[src/rtl/cpu_mem_pkg.sv]
// Shared definitions for the CPU memory path: arbiter state encoding and
// default bus widths used by the IF/MEM stages and the memory model.
package cpu_mem_pkg;

    localparam int unsigned DEF_ADDR_W = 16;
    localparam int unsigned DEF_DATA_W = 16;
    localparam int unsigned DEF_LAT    = 4;

    typedef enum logic [1:0] {
        IDLE   = 2'd0,
        BUSY_I = 2'd1,
        BUSY_D = 2'd2
    } arb_state_t;

endpackage

[src/rtl/unified_mem_arbiter.sv]
// Arbitrates one fixed-latency single-port memory between the fetch port
// (read-only) and the data port (read/write). One access runs at a time; data
// wins ties because it belongs to the older instruction. Ready pulses arrive
// one cycle after the last busy cycle, and the stall outputs hold each
// pipeline stage while its request is outstanding.
module unified_mem_arbiter
    import cpu_mem_pkg::*;
#(
    parameter int unsigned ADDR_W = DEF_ADDR_W,
    parameter int unsigned DATA_W = DEF_DATA_W,
    parameter int unsigned LAT    = DEF_LAT
) (
    input  logic              clk,
    input  logic              rst,

    input  logic              i_req,
    input  logic [ADDR_W-1:0] i_addr,
    input  logic              i_cancel,
    output logic              i_rdy,
    output logic [DATA_W-1:0] i_rdata,

    input  logic              d_req,
    input  logic              d_we,
    input  logic [ADDR_W-1:0] d_addr,
    input  logic [DATA_W-1:0] d_wdata,
    output logic              d_rdy,
    output logic [DATA_W-1:0] d_rdata,

    output logic              stall_if,
    output logic              stall_mem,

    output logic              mem_req,
    output logic              mem_we,
    output logic [ADDR_W-1:0] mem_addr,
    output logic [DATA_W-1:0] mem_wdata,
    input  logic [DATA_W-1:0] mem_rdata
);

    localparam int unsigned      CNT_W    = $clog2(LAT + 1);
    localparam logic [CNT_W-1:0] CNT_LOAD = CNT_W'(LAT);
    localparam logic [CNT_W-1:0] CNT_ONE  = CNT_W'(1);

    arb_state_t        state_q, state_d;
    logic [CNT_W-1:0]  cnt_q, cnt_d;
    logic              drop_q, drop_d;

    logic              mem_req_q, mem_req_d;
    logic              mem_we_q, mem_we_d;
    logic [ADDR_W-1:0] mem_addr_q, mem_addr_d;
    logic [DATA_W-1:0] mem_wdata_q, mem_wdata_d;

    logic              i_rdy_q, i_rdy_d;
    logic              d_rdy_q, d_rdy_d;
    logic [DATA_W-1:0] i_rdata_q, i_rdata_d;
    logic [DATA_W-1:0] d_rdata_q, d_rdata_d;

    logic              i_req_eff;
    logic              d_req_eff;
    logic              accept_d;
    logic              accept_i;
    logic              last_cycle;
    logic              fetch_dropped;

    // A port's request is still the retiring one while its ready pulse is high.
    assign i_req_eff = i_req & ~i_rdy_q;
    assign d_req_eff = d_req & ~d_rdy_q;

    assign accept_d   = (state_q == IDLE) & d_req_eff;
    assign accept_i   = (state_q == IDLE) & ~d_req_eff & i_req_eff;
    assign last_cycle = (state_q != IDLE) & (cnt_q == CNT_ONE);

    // A cancel in the final busy cycle still counts, so fold in the live input.
    assign fetch_dropped = drop_q | i_cancel;

    // FSM next state, latency counter, flush flag and ready pulses.
    always_comb begin
        state_d = state_q;
        cnt_d   = cnt_q;
        drop_d  = drop_q;
        i_rdy_d = 1'b0;
        d_rdy_d = 1'b0;

        unique case (state_q)
            IDLE: begin
                drop_d = 1'b0;
                if (accept_d) begin
                    state_d = BUSY_D;
                    cnt_d   = CNT_LOAD;
                end else if (accept_i) begin
                    state_d = BUSY_I;
                    cnt_d   = CNT_LOAD;
                end
            end
            BUSY_I: begin
                cnt_d = cnt_q - CNT_ONE;
                if (i_cancel) begin
                    drop_d = 1'b1;
                end
                if (last_cycle) begin
                    state_d = IDLE;
                    drop_d  = 1'b0;
                    i_rdy_d = ~fetch_dropped;
                end
            end
            BUSY_D: begin
                cnt_d = cnt_q - CNT_ONE;
                if (last_cycle) begin
                    state_d = IDLE;
                    d_rdy_d = 1'b1;
                end
            end
            default: begin
                state_d = IDLE;
            end
        endcase
    end

    // Memory command registers and read-data capture.
    always_comb begin
        mem_req_d   = mem_req_q;
        mem_we_d    = mem_we_q;
        mem_addr_d  = mem_addr_q;
        mem_wdata_d = mem_wdata_q;
        i_rdata_d   = i_rdata_q;
        d_rdata_d   = d_rdata_q;

        if (accept_d) begin
            mem_req_d   = 1'b1;
            mem_we_d    = d_we;
            mem_addr_d  = d_addr;
            mem_wdata_d = d_wdata;
        end else if (accept_i) begin
            mem_req_d  = 1'b1;
            mem_we_d   = 1'b0;
            mem_addr_d = i_addr;
        end

        if (last_cycle) begin
            mem_req_d = 1'b0;
            mem_we_d  = 1'b0;
            // A flushed fetch completes on the bus but leaves i_rdata alone.
            if (state_q == BUSY_I && !fetch_dropped) begin
                i_rdata_d = mem_rdata;
            end
            // Stores keep the last load value visible.
            if (state_q == BUSY_D && !mem_we_q) begin
                d_rdata_d = mem_rdata;
            end
        end
    end

    // State register; reset abandons any in-flight access without a ready pulse.
    always_ff @(posedge clk or posedge rst) begin
        if (rst) begin
            state_q     <= IDLE;
            cnt_q       <= '0;
            drop_q      <= 1'b0;
            mem_req_q   <= 1'b0;
            mem_we_q    <= 1'b0;
            mem_addr_q  <= '0;
            mem_wdata_q <= '0;
            i_rdy_q     <= 1'b0;
            d_rdy_q     <= 1'b0;
            i_rdata_q   <= '0;
            d_rdata_q   <= '0;
        end else begin
            state_q     <= state_d;
            cnt_q       <= cnt_d;
            drop_q      <= drop_d;
            mem_req_q   <= mem_req_d;
            mem_we_q    <= mem_we_d;
            mem_addr_q  <= mem_addr_d;
            mem_wdata_q <= mem_wdata_d;
            i_rdy_q     <= i_rdy_d;
            d_rdy_q     <= d_rdy_d;
            i_rdata_q   <= i_rdata_d;
            d_rdata_q   <= d_rdata_d;
        end
    end

    assign mem_req   = mem_req_q;
    assign mem_we    = mem_we_q;
    assign mem_addr  = mem_addr_q;
    assign mem_wdata = mem_wdata_q;

    assign i_rdy   = i_rdy_q;
    assign d_rdy   = d_rdy_q;
    assign i_rdata = i_rdata_q;
    assign d_rdata = d_rdata_q;

    assign stall_if  = i_req & ~i_rdy_q;
    assign stall_mem = d_req & ~d_rdy_q;

endmodule

[config.mk]
export PLATFORM = sky130hd
export DESIGN_NAME = unified_mem_arbiter
export DESIGN_NICKNAME = d
export VERILOG_FILES = /design/src/rtl/cpu_mem_pkg.sv /design/src/rtl/unified_mem_arbiter.sv
export SDC_FILE = /design/constraint.sdc
export NUM_CORES = 1
export LEC_CHECK = 0
export CAP_MARGIN = 20
export CORE_ASPECT_RATIO = 1.75
export CORE_MARGIN = 10
export CORE_UTILIZATION = 39
export CTS_BUF_LIST = sky130_fd_sc_hd__clkbuf_8
export DETAILED_ROUTE_END_ITERATION = 6
export PLACE_DENSITY = 0.79
export RECOVER_POWER = 100
export SLEW_MARGIN = 25
export SYNTH_ARGS = -nofsm -noshare
export SYNTH_HDL_FRONTEND = slang
export SYNTH_SLANG_ARGS = --single-unit
[constraint.sdc]
create_clock -name clk -period 2.5 [get_ports clk]
set_input_delay 0.5 -clock clk [delete_from_list [all_inputs] [get_ports clk]]
set_output_delay 0.5 -clock clk [all_outputs]
set_load 0.005 [all_outputs]
* Yosys cells after proc, flatten, opt, wreduce, memory -nomap -nowiden
Cells that the tools add are included.
Storage, ports and cells: memory bits (read-only) 0, register bits 74, bits in writable memories 0, output and inout bits 70, memories kept 0, bits in latches 0
Operators by class: reductions and logical operators 16, equality and inequality tests 6, divide/modulo/power cells 0, $mul 0, multiplexer cells 22, add/sub/neg operators 1, $lt $le $gt $ge 0, shifts and indexed selects 0, bitwise logic cells 11
Operator list (number):
- 16-bit two-way mux | 2
- 1-bit two-way mux | 12
- 2-bit AND reduction | 5
- 2-bit nonzero test | 4
- 1-bit AND | 6
- 2-bit two-way mux | 3
- 3-bit two-way mux | 2
- 3-bit != test (second input constant) | 2
- 3-bit case mux with 2 select lines | 1
- 1-bit inverter | 4
- 2-bit case mux with 2 select lines | 1
- 3-bit by 1-bit == test with 1-bit output (second input constant) | 1
- 3-bit nonzero test | 1
- 3-bit by 1-bit subtractor with 3-bit output (second input constant) | 1
- 2-bit by 1-bit == test with 1-bit output (second input constant) | 1
- 2-bit == test (second input constant) | 1
- 1-bit logical AND | 2
- 1-bit zero test | 2
- 2-bit zero test | 1
- 2-bit by 1-bit != test with 1-bit output (second input constant) | 1
- 1-bit case mux with 2 select lines | 1
- 2-bit OR reduction | 1
- 1-bit OR | 1

* Longest topological paths before layout
Gate-level depths: netlist of run 1.
word-level depth 8, depth in mapped cells 7, mapped depth without buffers 5

* Least setup slack after synthesis of run 1
No wires, ideal clock.
kind flip-flop to flip-flop, start reg state_q[0], end reg i_rdata_q[0] (netlist: i_rdata[0]), library setup time 125 ps, setup slack 726 ps, cell stages (with the launch flop) 8, buffers on the path 2, arrival time 1649 ps, path through dfrtp_1 -> inv_1 -> ha_1 -> buf_6 -> nor3b_4 -> nand3_4 -> buf_6 -> mux2_4
On the way: longest elaborated chain between the ends 3, elaborated cells between the ends (all ways) 5, classes of those cells eq/ne (1); bitwise (1); reduce/logical (3)
Ends and longest elaborated chain:
- start, declared | line unified_mem_arbiter.sv:43 | arb_state_t state_q, state_d;
- start signal, assigned | line unified_mem_arbiter.sv:167 | state_q <= state_d;
- 2-bit nonzero test / 2-bit by 1-bit == test with 1-bit output (equally long branches) | line unified_mem_arbiter.sv:70, unified_mem_arbiter.sv:142
- 1-bit AND / 1-bit logical AND (equally long branches) | line unified_mem_arbiter.sv:70, unified_mem_arbiter.sv:142
- 2-bit AND reduction (no source line) *
- end signal, assigned | line unified_mem_arbiter.sv:176 | i_rdata_q <= i_rdata_d;
- end, declared | line unified_mem_arbiter.sv:54 | logic [DATA_W-1:0] i_rdata_q, i_rdata_d;
Mark *: on every way between the ends. The rest lies on a longest branch, timed or not. A chain may end at the register's enable or synchronous reset.

* Worst setup path after layout of run 1
start in d_req, end out stall_mem
On the way: longest elaborated chain between the ends 1
Ends and longest elaborated chain:
- start, declared | line unified_mem_arbiter.sv:22 | input logic d_req,
- 1-bit AND | line unified_mem_arbiter.sv:192 | assign stall_mem = d_req & ~d_rdy_q;
- end, declared | line unified_mem_arbiter.sv:30 | output logic stall_mem,
No other way between the ends.

==> results of run 1 <==
worst max-delay path: stages:
cell and delay (ns):
dlygate4sd3_1 0.51, nor2b_1 0.26, clkdlybuf4s50_1 0.56
metrics by stage:
| step | worst slack (ns) | instance area, sq um | util (%) | instances |
|---|---|---|---|---|
| floorplan | 0.118 | 3140 | - | 212 |
| global placement | 0.218 | 4640 | 58.7 | 435 |
| detailed placement | 0.156 | 4640 | 58.7 | 435 |
| CTS | 0.209 | 4860 | 61.5 | 451 |
| global route | 0.117 | 4740 | 60.0 | 451 |
| finish | 0.160 | 4740 | 60.0 | 451 |
logic make-up (layout without fill, tap and decap cells):
kind of cell,Yosys count,in the layout,share of synthesized area [%]
AOI/OAI and AO/OA,29,29,8.08
muxes,49,49,19.8
and+or+nand+nor,34,34,7.72
DFF,74,74,58.9
adders and majority gates,5,5,1.99
buffers and inverters,20,169,3.26
xor gates and xnor gates,1,1,0.279
flip-flops by register name, summed over array words and instances (netlist names):
name       cells
mem_req        1
cnt_q          3
i_rdata       16
drop_q         1
d_rdata       16
state_q        2
i_rdy          1
mem_addr      16
d_rdy          1
mem_we         1
mem_wdata     16
layout by cell type, fill, tap and decap left out, types with 4 or more instances in the layout:
cell type | synthesis | layout
dfrtp_1 | 74 | 74
dlygate4sd3_1 | 0 | 71
clkdlybuf4s50_1 | 0 | 68
mux2_2 | 29 | 29
mux2_1 | 0 | 19
and3_1 | 17 | 17
a221o_1 | 16 | 16
inv_1 | 9 | 10
clkbuf_8 | 0 | 10
ha_1 | 5 | 5
nand2_1 | 3 | 4
cell usage after synthesis (2+ instances only):
cell      number  share of area (%)
clkbuf_1       4               0.48
buf_6          3                1.1
o22a_1         2               0.56
a221o_1       16                5.1
and3_1        17                3.4
a21oi_1        2               0.32
mux2_4        19                9.1
ha_1           5                2.0
dfrtp_1       74                 59
mux2_2        29                 10
inv_1          9                1.1
nor2_1         2               0.24
buf_2          4               0.64
and2_1         2               0.40
o22ai_1        2               0.40
nand2_1        3               0.36
how the worst min path moves through the flow:
stage / start / end / slack, ns / cells after the start
detailed placement: mem_wdata[13] / mem_wdata[13] / 0.49 / 1
CTS: mem_wdata[13] / mem_wdata[13] / 0.51 / 1
floorplan: state_q[0] / state_q[0] / 0.49 / 1
finish: i_rdata[0] / i_rdata[0] / 0.49 / 1
global route: i_rdata[13] / i_rdata[13] / 0.51 / 1
global placement: mem_wdata[0] / mem_wdata[0] / 0.49 / 1
final cells by class:
cell class / instances / area share [%]
clock buffers: 10 / 2.90
inverters: 9 / 0.712
flip-flops and latches: 74 / 39.0
well taps: 90 / 2.37
multi-input cells: 118 / 23.3
repair buffers: 144 / 29.9
clock inverters: 6 / 1.71
power groups by stage:
stage	clock, mW	sequential (mW)	combinational [mW]
floorplan	0	2.10	1.09
global placement	0	2.07	2.47
CTS	1.04	2.08	2.54
detailed placement	0	2.09	2.53
global route	1.09	2.11	2.36
finish	1.01	2.04	2.16
per-layer routing:
metal  routed length, um  up-vias  global-route usage [%]
met4                 128        0                    4.47
met2                4820       76                    25.0
met3                 699       11                    5.29
met1                2950     1160                    14.9
met5                   0        -                       0
li1                    -     1065                       -
==> results by group, run 1 <==
Outcome
  – Status: complete, no violations

Synth
  – Register area share after synthesis: 58.9%
  – Most used DFF post-synth: dfrtp_1
  – Number of synthesized flops with an enable pin: 0
  – Post-Synthesis Cells: about 210
  – Post-Syn Area: 3140 sq um
  – Post-synth net total: 287
  – Yosys reg bits: 74
  – Syn Area/Cell: roughly 15 sq um
  – Post-synth ARST share: 100%
  – Synth unique cells: 35
  – Syn. warnings: 0

Timing
  – Hold Fails Final Rpt: 0
  – Final period util: between 90% and 100%
  – Hold WS: 0.490 ns
  – Final setup viols: 0
  – Setup TNS: 0 ns
  – Final Max Tran Viols: 0
  – Worst Tran Pin Value: slightly below 1 ns
  – Clock skew: 0.00589 ns
  – Slew HR: 35.2%
  – Fmax: roughly 430 MHz
  – RSZ-0062 raised after global routing: false
  – Period minus WS final: 2.34 ns

Pwr
  – Pleak: 2.22 nW
  – Final Power: 5.21 mW
  – Cell internal pwr: 3.67 mW
  – Net Switching: 1.53 mW
  – Clock share of power: about 19%
  – Sw frac: 29.5%
  – Sequential share of power: 39.1%
  – Largest vdd supply drop: 0.699 mV
  – Comb power frac: between 40% and 50%
  – Pwr/cell area: between 1000 and 1500 nW/um^2

Floorplanning
  – Die Wd: 87.9 um
  – Die area: 12200 sq um
  – I/O Pins: 140
  – Initial core utilization: 39.8%
  – Row Count: 43
  – Die Height: 139 um
  – Core Region: 7910 sq um

CTS
  – Cts bufs inserted: 9
  – H-tree level count: 3
  – CTS tree: built
  – Total setup buffers inserted after CTS: 0
  – Clock Tree Buf Depth: 2
  – CTS sink cnt: 74
  – CTS resizes: 0
  – Clock Pin Slew Worst Setup and Hold Paths: 0.08 ns
  – Clock root cell: clkbuf_8
  – Hold-fix buffers, CTS: 0
  – Clock Latency Late Sink: around 0.34 ns

Job
  – MaxCap Viol Count: 0

Route
  – Vias: 2312
  – Final WL: 8.60 mm
  – First-pass iteration count of the detailed router: 4
  – DRC: 0
  – Initial DRC Count: 81
  – Via/cell ratio: 5.13
  – Antenna-violating nets left: 0
  – Wire per inst: between 15 and 20 um

Placement
  – Hpwl dp: ~6.8 mm
  – IO Port Bufs: between 100 and 150
  – Placer Congestion: a little over 0.8

Worst setup path
  – Critical path class: in -> out
  – Crit. Startpoint: d_req
  – Critical Path AT: 1.84 ns
  – Worst reg2reg path startpoint: state_q[0]
  – Worst endpoint required time: 2.00 ns
  – Type of element launching the critical path: input port
  – Worst r2r dst: d_rdata[0]
  – CP Max Fanout: 3
  – R2R setup slack: about 0.40 ns
  – Worst setup EP type: primary output
  – Register-to-Register Path Depth: 5
  – Critical Path Sink: stall_mem

Global route
  – Gr usage total: 14.2%
  – First-pass GRT wire length: 13.5 mm
  – GRT Residual Overflow: 0
  – Largest net degree at the start of global routing: 28
  – Antenna violations before repair: 0
  – Vias in the first global route: between 2000 and 3000

Finish
  – Final #Nets: 431
  – Share of layout cells above drive strength 1: between 10% and 20%
  – Area growth from synthesis to layout: 50.9%
  – Filler cell count: 668
  – Ant diodes: 0
  – Multi-input gate area: 1110 sq um
  – Register area: 1850 sq um

Hold path
  – Hold Crit Class: reg -> reg
Note: power is estimated with default switching activity, not from simulation.
==> run 2: changes to the inputs <==
--- a/config.mk
+++ b/config.mk
@@ -13,7 +13,6 @@
 export DETAILED_ROUTE_END_ITERATION = 6
 export PLACE_DENSITY = 0.79
 export RECOVER_POWER = 100
-export SLEW_MARGIN = 25
 export SYNTH_ARGS = -nofsm -noshare
 export SYNTH_HDL_FRONTEND = slang
 export SYNTH_SLANG_ARGS = --single-unit
==> results of run 2 <==
Same layout as run 1: the final DEF is identical, and so are final timing and power.
